`src/rtl/m6809_bus_fabric.sv`:
```
// 6809-style bus fabric: decodes core accesses into RAM, ROM and IO windows with per-region
// wait states, an IO ready handshake with timeout, and an error response for unmapped space.
module m6809_bus_fabric #(
    parameter logic [15:0] RAM_BASE   = 16'h0000,
    parameter int unsigned RAM_AW     = 12,
    parameter logic [15:0] IO_BASE    = 16'hE000,
    parameter int unsigned IO_AW      = 4,
    parameter logic [15:0] ROM_BASE   = 16'hFF00,
    parameter int unsigned ROM_AW     = 8,
    parameter int unsigned RAM_WAIT   = 0,
    parameter int unsigned IO_WAIT    = 2,
    parameter int unsigned ROM_WAIT   = 1,
    parameter int unsigned IO_TIMEOUT = 16
) (
    input  logic              clk,
    input  logic              reset_b,
    input  logic              cpu_vma,
    input  logic [15:0]       cpu_addr,
    input  logic              cpu_rw_n,
    input  logic [7:0]        cpu_dout,
    output logic [7:0]        cpu_din,
    output logic              cpu_ready,
    output logic              bus_err,
    output logic              ram_cs,
    output logic              ram_we,
    output logic [RAM_AW-1:0] ram_addr,
    output logic [7:0]        ram_wdata,
    input  logic [7:0]        ram_rdata,
    output logic              rom_cs,
    output logic [ROM_AW-1:0] rom_addr,
    input  logic [7:0]        rom_rdata,
    output logic              io_cs,
    output logic              io_we,
    output logic [IO_AW-1:0]  io_addr,
    output logic [7:0]        io_wdata,
    input  logic [7:0]        io_rdata,
    input  logic              io_ready
);

    localparam logic [15:0] RAM_MASK = 16'hFFFF << RAM_AW;
    localparam logic [15:0] IO_MASK  = 16'hFFFF << IO_AW;
    localparam logic [15:0] ROM_MASK = 16'hFFFF << ROM_AW;
    localparam int unsigned MAX_AW0  = (RAM_AW > IO_AW) ? RAM_AW : IO_AW;
    localparam int unsigned MAX_AW   = (MAX_AW0 > ROM_AW) ? MAX_AW0 : ROM_AW;

    typedef enum logic [1:0] {StIdle, StAccess, StIoWait, StDone} state_t;
    typedef enum logic [1:0] {RgNone, RgRam, RgRom, RgIo} region_t;

    state_t              r_state;
    region_t             r_region;
    logic [MAX_AW-1:0]   r_addr;
    logic                r_rw_n;
    logic [7:0]          r_wdata;
    logic [3:0]          r_wcnt;
    logic [7:0]          r_tcnt;
    logic [7:0]          r_rdata;
    logic                r_ready;
    logic                r_err;
    logic                r_ram_cs;
    logic                r_rom_cs;
    logic                r_io_cs;

    logic                w_hit_ram;
    logic                w_hit_io;
    logic                w_hit_rom;
    region_t             w_region;
    logic [3:0]          w_wait;
    logic                w_last_access;

    assign w_hit_ram = ((cpu_addr ^ RAM_BASE) & RAM_MASK) == 16'h0000;
    assign w_hit_io  = ((cpu_addr ^ IO_BASE) & IO_MASK) == 16'h0000;
    assign w_hit_rom = ((cpu_addr ^ ROM_BASE) & ROM_MASK) == 16'h0000;

    // Overlapping windows resolve ROM first, then IO, then RAM.
    always_comb begin
        w_region = RgNone;
        w_wait   = 4'd0;
        if (w_hit_rom) begin
            w_region = RgRom;
            w_wait   = 4'(ROM_WAIT);
        end else if (w_hit_io) begin
            w_region = RgIo;
            w_wait   = 4'(IO_WAIT);
        end else if (w_hit_ram) begin
            w_region = RgRam;
            w_wait   = 4'(RAM_WAIT);
        end
    end

    assign w_last_access = (r_state == StAccess) && (r_wcnt == 4'd0);

    // Write strobes fire only on the cycle that completes the access.
    assign ram_we = w_last_access && (r_region == RgRam) && !r_rw_n;
    assign io_we  = !r_rw_n && (r_region == RgIo) && io_ready &&
                    (w_last_access || (r_state == StIoWait));

    assign ram_cs    = r_ram_cs;
    assign rom_cs    = r_rom_cs;
    assign io_cs     = r_io_cs;
    assign ram_addr  = r_addr[RAM_AW-1:0];
    assign rom_addr  = r_addr[ROM_AW-1:0];
    assign io_addr   = r_addr[IO_AW-1:0];
    assign ram_wdata = r_wdata;
    assign io_wdata  = r_wdata;
    assign cpu_din   = r_rdata;
    assign cpu_ready = r_ready;
    assign bus_err   = r_err;

    always_ff @(posedge clk or negedge reset_b) begin
        if (!reset_b) begin
            r_state  <= StIdle;
            r_region <= RgNone;
            r_addr   <= '0;
            r_rw_n   <= 1'b0;
            r_wdata  <= 8'h00;
            r_wcnt   <= 4'd0;
            r_tcnt   <= 8'd0;
            r_rdata  <= 8'h00;
            r_ready  <= 1'b0;
            r_err    <= 1'b0;
            r_ram_cs <= 1'b0;
            r_rom_cs <= 1'b0;
            r_io_cs  <= 1'b0;
        end else begin
            r_ready <= 1'b0;
            r_err   <= 1'b0;
            case (r_state)
                StIdle: begin
                    if (cpu_vma) begin
                        r_addr   <= cpu_addr[MAX_AW-1:0];
                        r_rw_n   <= cpu_rw_n;
                        r_wdata  <= cpu_dout;
                        r_region <= w_region;
                        r_wcnt   <= w_wait;
                        r_ram_cs <= (w_region == RgRam);
                        r_rom_cs <= (w_region == RgRom);
                        r_io_cs  <= (w_region == RgIo);
                        r_state  <= StAccess;
                    end
                end
                StAccess: begin
                    if (r_wcnt != 4'd0) begin
                        r_wcnt <= r_wcnt - 4'd1;
                    end else begin
                        case (r_region)
                            RgRam, RgRom: begin
                                if (r_rw_n) begin
                                    r_rdata <= (r_region == RgRam) ? ram_rdata : rom_rdata;
                                end
                                r_ram_cs <= 1'b0;
                                r_rom_cs <= 1'b0;
                                r_ready  <= 1'b1;
                                r_state  <= StDone;
                            end
                            RgIo: begin
                                if (io_ready) begin
                                    if (r_rw_n) begin
                                        r_rdata <= io_rdata;
                                    end
                                    r_io_cs <= 1'b0;
                                    r_ready <= 1'b1;
                                    r_state <= StDone;
                                end else begin
                                    r_tcnt  <= 8'(IO_TIMEOUT);
                                    r_state <= StIoWait;
                                end
                            end
                            default: begin
                                r_rdata <= 8'hFF;
                                r_err   <= 1'b1;
                                r_ready <= 1'b1;
                                r_state <= StDone;
                            end
                        endcase
                    end
                end
                StIoWait: begin
                    if (io_ready) begin
                        if (r_rw_n) begin
                            r_rdata <= io_rdata;
                        end
                        r_io_cs <= 1'b0;
                        r_ready <= 1'b1;
                        r_state <= StDone;
                    end else if (r_tcnt == 8'd0) begin
                        r_rdata <= 8'hFF;
                        r_err   <= 1'b1;
                        r_io_cs <= 1'b0;
                        r_ready <= 1'b1;
                        r_state <= StDone;
                    end else begin
                        r_tcnt <= r_tcnt - 8'd1;
                    end
                end
                StDone: begin
                    r_state <= StIdle;
                end
                default: begin
                    r_state <= StIdle;
                end
            endcase
        end
    end

endmodule
```
`config.mk`:
```
export PLATFORM = sky130hd
export DESIGN_NAME = m6809_bus_fabric
export DESIGN_NICKNAME = d
export VERILOG_FILES = /design/src/rtl/m6809_bus_fabric.sv
export SDC_FILE = /design/constraint.sdc
export NUM_CORES = 1
export LEC_CHECK = 0
export CORE_MARGIN = 1
export CORE_UTILIZATION = 40
export CTS_BUF_LIST = sky130_fd_sc_hd__clkbuf_4
export DETAILED_ROUTE_END_ITERATION = 10
export PLACE_DENSITY = 0.84
export SLEW_MARGIN = 10
export SYNTH_ARGS = -nofsm -noshare
export SYNTH_HDL_FRONTEND = slang
export SYNTH_SLANG_ARGS = --single-unit
```
`constraint.sdc`:
```
create_clock -name clk -period 4.4 [get_ports clk]
set_input_delay 0.88 -clock clk [delete_from_list [all_inputs] [get_ports clk]]
set_output_delay 0.88 -clock clk [all_outputs]
set_load 0.005 [all_outputs]
```
Yosys cells after proc, flatten, opt, wreduce, memory -nomap -nowiden
Index checks and enable logic that the tools add are counted.
{ "totals": {"register_bits": 50, "latchBits": 0, "ramBits": 0, "romBits": 0, "input_bits": 53, "elab_cells": 118, "memories": 0} }
{ "classes": {"add_sub_neg": 2, "mul": 0, "div_mod_pow": 0, "magnitude_cmp": 0, "n_eq_ne": 21, "n_shift": 0, "n_mux": 53, "bitwise_logic": 2, "n_reduce_logical": 27} }
{ "ops": {"columns": ["cell", "count"], "rows": [
  ["$mux W8", 12],
  ["$logic_not A16 Y1", 3],
  ["$pmux W8 S2", 3],
  ["$mux W1", 21],
  ["$mux W2", 7],
  ["$eq A2 B2 Y1 const B", 6],
  ["$mux W4", 3],
  ["$ne A2 B2 Y1 const B", 6],
  ["$reduce_and A6 Y1", 2],
  ["$logic_not A8 Y1", 1],
  ["$not A8 Y8", 1],
  ["$pmux W1 S2", 4],
  ["$pmux W2 S4", 1],
  ["$pmux W4 S2", 1],
  ["$sub A8 B1 Y8 const B", 1],
  ["$eq A2 B1 Y1 const B", 3],
  ["$logic_and A1 B1 Y1", 6],
  ["$ne A2 B1 Y1 const B", 3],
  ["$ne A3 B3 Y1 const B", 2],
  ["$reduce_and A3 Y1", 2],
  ["$reduce_and A5 Y1", 1],
  ["$logic_not A4 Y1", 1],
  ["$reduce_and A4 Y1", 1],
  ["$reduce_bool A2 Y1", 2],
  ["other kinds (12)", 12]
]} }

Longest topological paths before layout
Gate-level depths: netlist of the first run.
{ "logic_depth": {"word_depth": 7, "ltp_mapped": 7} }

Worst setup path before layout of the first run
No wires, ideal clock.
{ "synth_timing": {"path_type": "in2reg", "from": "in io_ready", "to": "reg r_tcnt[4]", "setup_ps": 121, "t_arrival_ps": 1985, "t_required_ps": 4279, "path_slack_ps": 2294, "stages": 4, "path_cell_list": "nor2b_1 a21boi_1 nand2_1 o22a_1"} }
{ "synth_between": {"elab_chain_cells": 2} }
{ "synth_rtl": {"columns": ["element", "line_no", "rtl"], "rows": [
  ["start, declared", "37", "input logic io_ready"],
  ["$ne A2 B2 Y1 (no line)", null, null],
  ["$reduce_and A6 Y1 (no line) *", null, null],
  ["end signal, assigned", "164", "r_tcnt <= 8'(IO_TIMEOUT);"],
  ["end signal, assigned", "192", "r_tcnt <= r_tcnt - 8'd1;"],
  ["end, declared", "55", "logic [7:0] r_tcnt;"]
]} }
Mark *: on every way between the ends. The rest lies on a longest branch, timed or not.
A chain may end at the register's enable or synchronous reset.

Worst setup path in the final report of the first run
{ "layout_timing": {"from": "reg r_state[1]", "to": "out io_we"} }
{ "layout_between": {"elab_chain_cells": 4} }
{ "layout_rtl": {"columns": ["element", "line_no", "rtl"], "rows": [
  ["start, declared", "49", "state_t r_state;"],
  ["start signal, assigned", "111", "r_state <= StIdle;"],
  ["start signal, assigned", "138", "r_state <= StAccess;"],
  ["start signal, assigned", "153", "r_state <= StDone;"],
  ["$eq A2 B1 Y1", "90", "assign w_last_access = (r_state == StAccess) && (r_wcnt == 4'd0);"],
  ["$logic_and A1 B1 Y1", "90", null],
  ["$logic_or A1 B1 Y1 *", "95", "(w_last_access || (r_state == StIoWait));"],
  ["$logic_and A1 B1 Y1 *", "94", "assign io_we = !r_rw_n && (r_region == RgIo) && io_ready &&"],
  ["end, declared", "33", "output logic io_we,"]
]} }
Marks and branches as above.

==> flow_summary.toml, run 1 <==
[clock_tree]
ctsResizeCount = 0
tritoncts = "built"
worst_skew_pair.late_latency_ns = 0.38
cts-htree-levels = 2
cts_buffers = 5
postCtsHoldBufs = 0
cts.sink_count = 50
post_cts_buffers = 0
cts.clk_slew.worst_paths_ns = 0.16
clock_tree.buffer_depth = 2
root_buffer_master = "clkbuf_4"

[cells_and_area]
register_area_um2 = 1250
design.final.nets = 436
area.growth.synth_to_final_pct = 35.3
nFillCells = 640
layout_commonest_cell = "clkdlybuf4s50_1"
diodes = 0
combined_area_of_the_multi_input_logic_cells_um2 = 1510
drive_gt1_share_pct = 16.7
layout.cells.most_common_list = "clkdlybuf4s50_1, dfrtp_1, mux2_2"

[global_route]
grt.overflow.total = 0
first_pass_grt_wire_length_um = 11700
grt_start_max_net_pins = 51
grt_use_total_pct = 19.2
first_global_vias = 2508
grt_antenna_before_repair = 0

[power_and_ir_drop]
fin_total_pwr_uw = 2610
power.leakage_uw = 0.00162
power_density_nw_per_um2 = 641
max-vdd-ir-drop_v = 0.000323

[setup_path]
setup.reg_to_reg.worst_slack_ns = 1.74
critPathCaptureType = "output pin"
crit_path_start = "r_state[1]$_DFFE_PN0P_"
crit-reg2reg-capture = "r_tcnt[4]$_DFFE_PN0P_"
crit_chain = "inv_1 -> ha_1 -> nand4bb_1 -> a211oi_1 -> clkdlybuf4s50_1"
rr_worst_depth = 6
path_max_fanout = 15
r2r_start = "r_state[1]$_DFFE_PN0P_"
setup.worst_path.class = "register to output pin"
cpMaxStageDelayCell = "clkdlybuf4s50_1"
cp.arrival_ns = 2.61
setup.worst_path.start_class = "register"
cp.required_ns = 3.52
stage_delay_of_the_slowest_cell_on_the_critical_path_ns = 0.55

[yosys]
synth_area_um2 = 3010
synth_top_area_share_pct = 41.5
yosysWarningCount = 0
avgSynthCellArea_um2 = 10.6
synth_enable_flop_cells = 0
synth-seq-area-share_pct = 41.5
synth-async-reset-ratio_pct = 100
count_of_different_cell_masters_after_synthesis = 49
syn_inst = 284
synth.top_cells.by_area = "dfrtp_1, mux2_2, ha_1"
synth_top_area_cell = "dfrtp_1"
syn-num-nets = 350
ys_seq_elements = 50
flip_flop_cell_with_the_highest_count_after_synthesis = "dfrtp_1"

[timing]
final_hold_viol_count = 0
finalMaxSlewViolations = 0
rsz0062_at_grt = "no"
worst_pin_slew_ns = 1.08
setup_viol_count_final = 0
worst_hold_slack_ns = 0.521
fmaxAchievable_mhz = 287
crit_share_post_route_pct = 79.2
clock_skew_ns = 0.0202
final.setup.tns_ns = 0
slew_limit_headroom_pct = 27.7
min_period_ns = 3.49

[placement]
io_buffer_count = 107
detailedPlacementHpwl_um = 5400
globalplace.congestion = 0.798

[routing]
routedWlPerCell_um = 15.5
drt-initial-drc-count = 172
routed_via_density = 5.36
count_of_antenna_violating_nets_left_after_detailed_routing = 0
postRouteWirelength_um = 7310
drt_drc_violations_left = 0
vias = 2518
firstDrtPassIters = 7

[min_path]
worst_hold_path_type = "register to register"
count_of_cells_along_the_worst_hold_path = 1
hold_path_end = "r_tcnt[0]$_DFFE_PN0P_"
hold_path_startpoint = "r_tcnt[0]$_DFFE_PN0P_"

[die]
die_outline_height_um = 88.8
num_rows = 31
fp.dieArea_um2 = 7880
boundaryPins = 108
dieWidth_um = 88.8
core_region_area_um2 = 7250
starting_density_of_the_core_pct = 41.5

[status]
outcome = "finished, final reports clean"

[flow_run]
max_capacitance_violation_count = 0
[metal layers]
metal  wire length, um  track usage, %  vias up
met5                 0               0        -
met4                96            6.01        0
met3               384            4.01       10
met2              3750            34.5       88
met1              3080            22.9     1240
li1                  -               -     1180
[per-stage QoR]
stage	cell area (um^2)	cells	utilization [%]	setup slack, ns
6_report	4080	470	56.2	0.914
5_1_grt	4080	470	56.2	0.677
4_1_cts	4080	470	56.2	0.885
3_5_place_dp	4020	462	55.4	1.15
3_3_place_gp	4020	462	55.4	1.14
2_1_floorplan	3010	284	-	2.29
[synthesized netlist by cell type, types with 5 or more instances]
master     n
nand2_1    9
nand3_1    6
nor2b_1    5
nor2_1    18
nor4_1     5
mux2_2    45
dfrtp_1   50
buf_4     20
a22oi_1    9
o21ai_0    7
clkbuf_1   5
inv_1     16
nand2b_1   6
ha_1      13
a21oi_1   12
[area by class of cell]
class	instances	share of cell area, %
clock inverter	3	0.522
inverter	16	1.47
clock buffer	5	0.921
multi-input combinational	189	37.0
tap	99	3.04
timing repair buffer	108	26.3
sequential	50	30.7
[how the worst max path moves through the flow]
| stage | to | cells past startpoint |
|---|---|---|
| finish | io_we | 5 |
| floorplan | r_tcnt[4]$_DFFE_PN0P_ | 4 |
| global route | io_we | 5 |
| global placement | io_we | 4 |
| CTS | io_we | 5 |
| detailed placement | io_we | 4 |
[state kept, by name (all words and copies together) (netlist names), 2 cells and up]
name,count
io_wdata,8
ram_addr,12
r_region,2
r_wcnt,4
r_state,2
r_tcnt,8
cpu_din,8
[cell families after synthesis]
group / after synthesis / share of synthesized area (%)
AND/OR/NAND/NOR: 69 / 12.8
multiplexers: 49 / 18.2
adder cells (fa/ha/maj): 13 / 5.40
buffers and inverters: 45 / 8.39
XOR/XNOR: 1 / 0.291
AO/OA/AOI/OAI: 57 / 13.5
flip-flops: 50 / 41.5
[worst max-delay path: cells and delay by family (launching register included)]
family | cells | cell delay [ns]
buffers and inverters | 2 | 0.67
DFF | 1 | 0.45
AOI/OAI and AO/OA | 1 | 0.34
and+or+nand+nor | 1 | 0.31
adders and majority gates | 1 | 0.47
[report_power, final]
part           total, uW  internal, uW  switching [uW]
clock network        224          62.6             161
logic               1570           897             671
registers            821           651             170
total               2610          1610            1000
(Power assumes the default switching activity.)
==> run 2, diff against run 1 <==
--- a/config.mk
+++ b/config.mk
@@ -9,7 +9,7 @@
 export CORE_UTILIZATION = 40
 export CTS_BUF_LIST = sky130_fd_sc_hd__clkbuf_4
 export DETAILED_ROUTE_END_ITERATION = 10
-export PLACE_DENSITY = 0.84
+export PLACE_DENSITY = 0.87
 export SLEW_MARGIN = 10
 export SYNTH_ARGS = -nofsm -noshare
 export SYNTH_HDL_FRONTEND = slang
==> constraint.sdc (replaced) <==
create_clock -name clk -period 3 [get_ports clk]
set_input_delay 0.6 -clock clk [delete_from_list [all_inputs] [get_ports clk]]
set_output_delay 0.6 -clock clk [all_outputs]
set_load 0.005 [all_outputs]
==> flow_summary.toml, run 2 (synthesis gave the netlist of run 1 again) <==
[timing]
slew_limit_headroom_pct = 57.8
final.setup.tns_ns = 0
worst_pin_slew_ns = 0.634
rsz0062_at_grt = "no"
crit_share_post_route_pct = 93.9
final_hold_viol_count = 0
finalMaxSlewViolations = 0
min_period_ns = 2.82
fmaxAchievable_mhz = 355
setup_viol_count_final = 0
clock_skew_ns = 0.0118

[cells_and_area]
drive_gt1_share_pct = 17.8
layout.cells.most_common_list = "clkdlybuf4s50_1, dfrtp_1, mux2_2"
diodes = 0
area.growth.synth_to_final_pct = 36.6
design.final.nets = 441
largest_register_ffs = 12
layout.core_utilization_pct = 56.7
finish.instance_area_um2 = 4110
register_area_um2 = 1250
layout_commonest_cell = "clkdlybuf4s50_1"
nFillCells = 637
combined_area_of_the_multi_input_logic_cells_um2 = 1510

[flow_run]
max_capacitance_violation_count = 0

[power_and_ir_drop]
power_density_nw_per_um2 = 930
power.leakage_uw = 0.00165
fin_total_pwr_uw = 3830
max-vdd-ir-drop_v = 0.000446

[setup_path]
cp.required_ns = 2.40
r2r_start = "r_wcnt[0]$_DFFE_PN0P_"
cp.arrival_ns = 2.22
rr_worst_depth = 6
crit-reg2reg-capture = "io_cs$_DFFE_PN0P_"
setup.worst_path.class = "register to output pin"
critPathCaptureType = "output pin"
setup.worst_path.start_class = "register"
crit_path_start = "r_state[1]$_DFFE_PN0P_"
crit_end = "io_we"
setup.reg_to_reg.worst_slack_ns = 0.65
path_max_fanout = 5

[die]
dieWidth_um = 88.8
fp.dieArea_um2 = 7880
die_outline_height_um = 88.8
core_region_area_um2 = 7250
boundaryPins = 108
starting_density_of_the_core_pct = 41.5
num_rows = 31

[routing]
firstDrtPassIters = 4
drt_drc_violations_left = 0
routedWlPerCell_um = 15.3
count_of_antenna_violating_nets_left_after_detailed_routing = 0
drt-initial-drc-count = 129
postRouteWirelength_um = 7250
routed_via_density = 5.24
vias = 2490

[global_route]
grt_use_total_pct = 19.7
first_pass_grt_wire_length_um = 12000
grt_antenna_before_repair = 0
grt.overflow.total = 0
first_global_vias = 2571
grt_start_max_net_pins = 27

[status]
outcome = "finished, final reports clean"

[placement]
detailedPlacementHpwl_um = 5580
io_buffer_count = 107
placement.cell_area_um2 = 4050
globalplace.congestion = 0.794

[clock_tree]
cts-htree-levels = 2
tritoncts = "built"
cts_buffers = 5
worst_skew_pair.late_latency_ns = 0.37
cts.clk_slew.worst_paths_ns = 0.14
cts.sink_count = 50
post_cts_buffers = 0
root_buffer_master = "clkbuf_4"
postCtsHoldBufs = 0
clock_tree.buffer_depth = 2

[min_path]
worst_hold_path_type = "input pin to asynchronous set/reset pin"
## run 2: cell count changes in the layout (fill, tap and decap cells not counted)
cell / before / now
clkinv_1: 0 / 1
a211oi_1: 1 / 0
clkinvlp_4: 1 / 0
buf_4: 1 / 6
clkinv_4: 1 / 0
a211oi_2: 0 / 1
clkbuf_4: 5 / 6
## run 2: critical path, cell delays in order (launching register included)
cell and delay, ns:
dfrtp_1 0.45, inv_1 0.11, ha_1 0.17, nand4bb_1 0.25, a211oi_2 0.33, clkdlybuf4s50_1 0.54
## run 2: metrics by stage
step                std cells  hold slack (ns)  setup slack (ns)
detailed placement        467            0.499             0.297
global route              475            0.219           0.00316
floorplan                 284            0.304              1.02
global placement          467            0.478             0.302
finish                    475            0.191             0.183
CTS                       475            0.192             0.123
## run 2: worst min-delay path by stage
stage,startpoint,end,slack (ns),cells after the start
6_report,reset_b,ram_addr[3]$_DFFE_PN0P_,0.19,1
4_1_cts,reset_b,ram_addr[3]$_DFFE_PN0P_,0.19,1
5_1_grt,reset_b,rom_cs$_DFFE_PN0P_,0.22,1
2_1_floorplan,reset_b,bus_err$_DFF_PN0_,0.30,0
3_3_place_gp,r_tcnt[0]$_DFFE_PN0P_,r_tcnt[0]$_DFFE_PN0P_,0.48,1
3_5_place_dp,r_tcnt[0]$_DFFE_PN0P_,r_tcnt[0]$_DFFE_PN0P_,0.50,1
## run 2: where the power goes
part | leakage [uW] | internal, uW | total, uW | switching, uW
clock network | 0.0000331 | 97.7 | 308 | 210
logic | 0.00100 | 1340 | 2330 | 998
registers | 0.000612 | 956 | 1180 | 228
## run 2: cell type report
| class | instances | share of cell area [%] |
|---|---|---|
| Timing Repair Buffer | 113 | 27.0 |
| Inverter | 16 | 1.46 |
| Clock inverter | 2 | 0.213 |
| Clock buffer | 6 | 1.10 |
| Tap cell | 99 | 3.01 |
| Multi-Input combinational cell | 189 | 36.8 |
| Sequential cell | 50 | 30.4 |
## run 2: routing by layer
| layer | global-route usage [%] | vias up | share of wire (%) |
|---|---|---|---|
| li1 | - | 1198 | - |
| met1 | 23.7 | 1204 | 42 |
| met2 | 35.4 | 81 | 52 |
| met3 | 4.48 | 7 | 4.9 |
| met4 | 5.28 | 0 | 0.65 |
| met5 | 0 | - | 0 |
## run 2: what timing repair did
item,in CTS,in global routing
gates resized for setup,0,1
hold endpoints to repair,0,0
setup endpoints to repair,0,1
==> run 3, diff against run 2 <==
--- a/config.mk
+++ b/config.mk
@@ -5,6 +5,7 @@
 export SDC_FILE = /design/constraint.sdc
 export NUM_CORES = 1
 export LEC_CHECK = 0
+export CAP_MARGIN = 20
 export CORE_MARGIN = 1
 export CORE_UTILIZATION = 40
 export CTS_BUF_LIST = sky130_fd_sc_hd__clkbuf_4
==> results of run 3 <==
The final DEF is identical to that of run 2; final timing and power are the same.
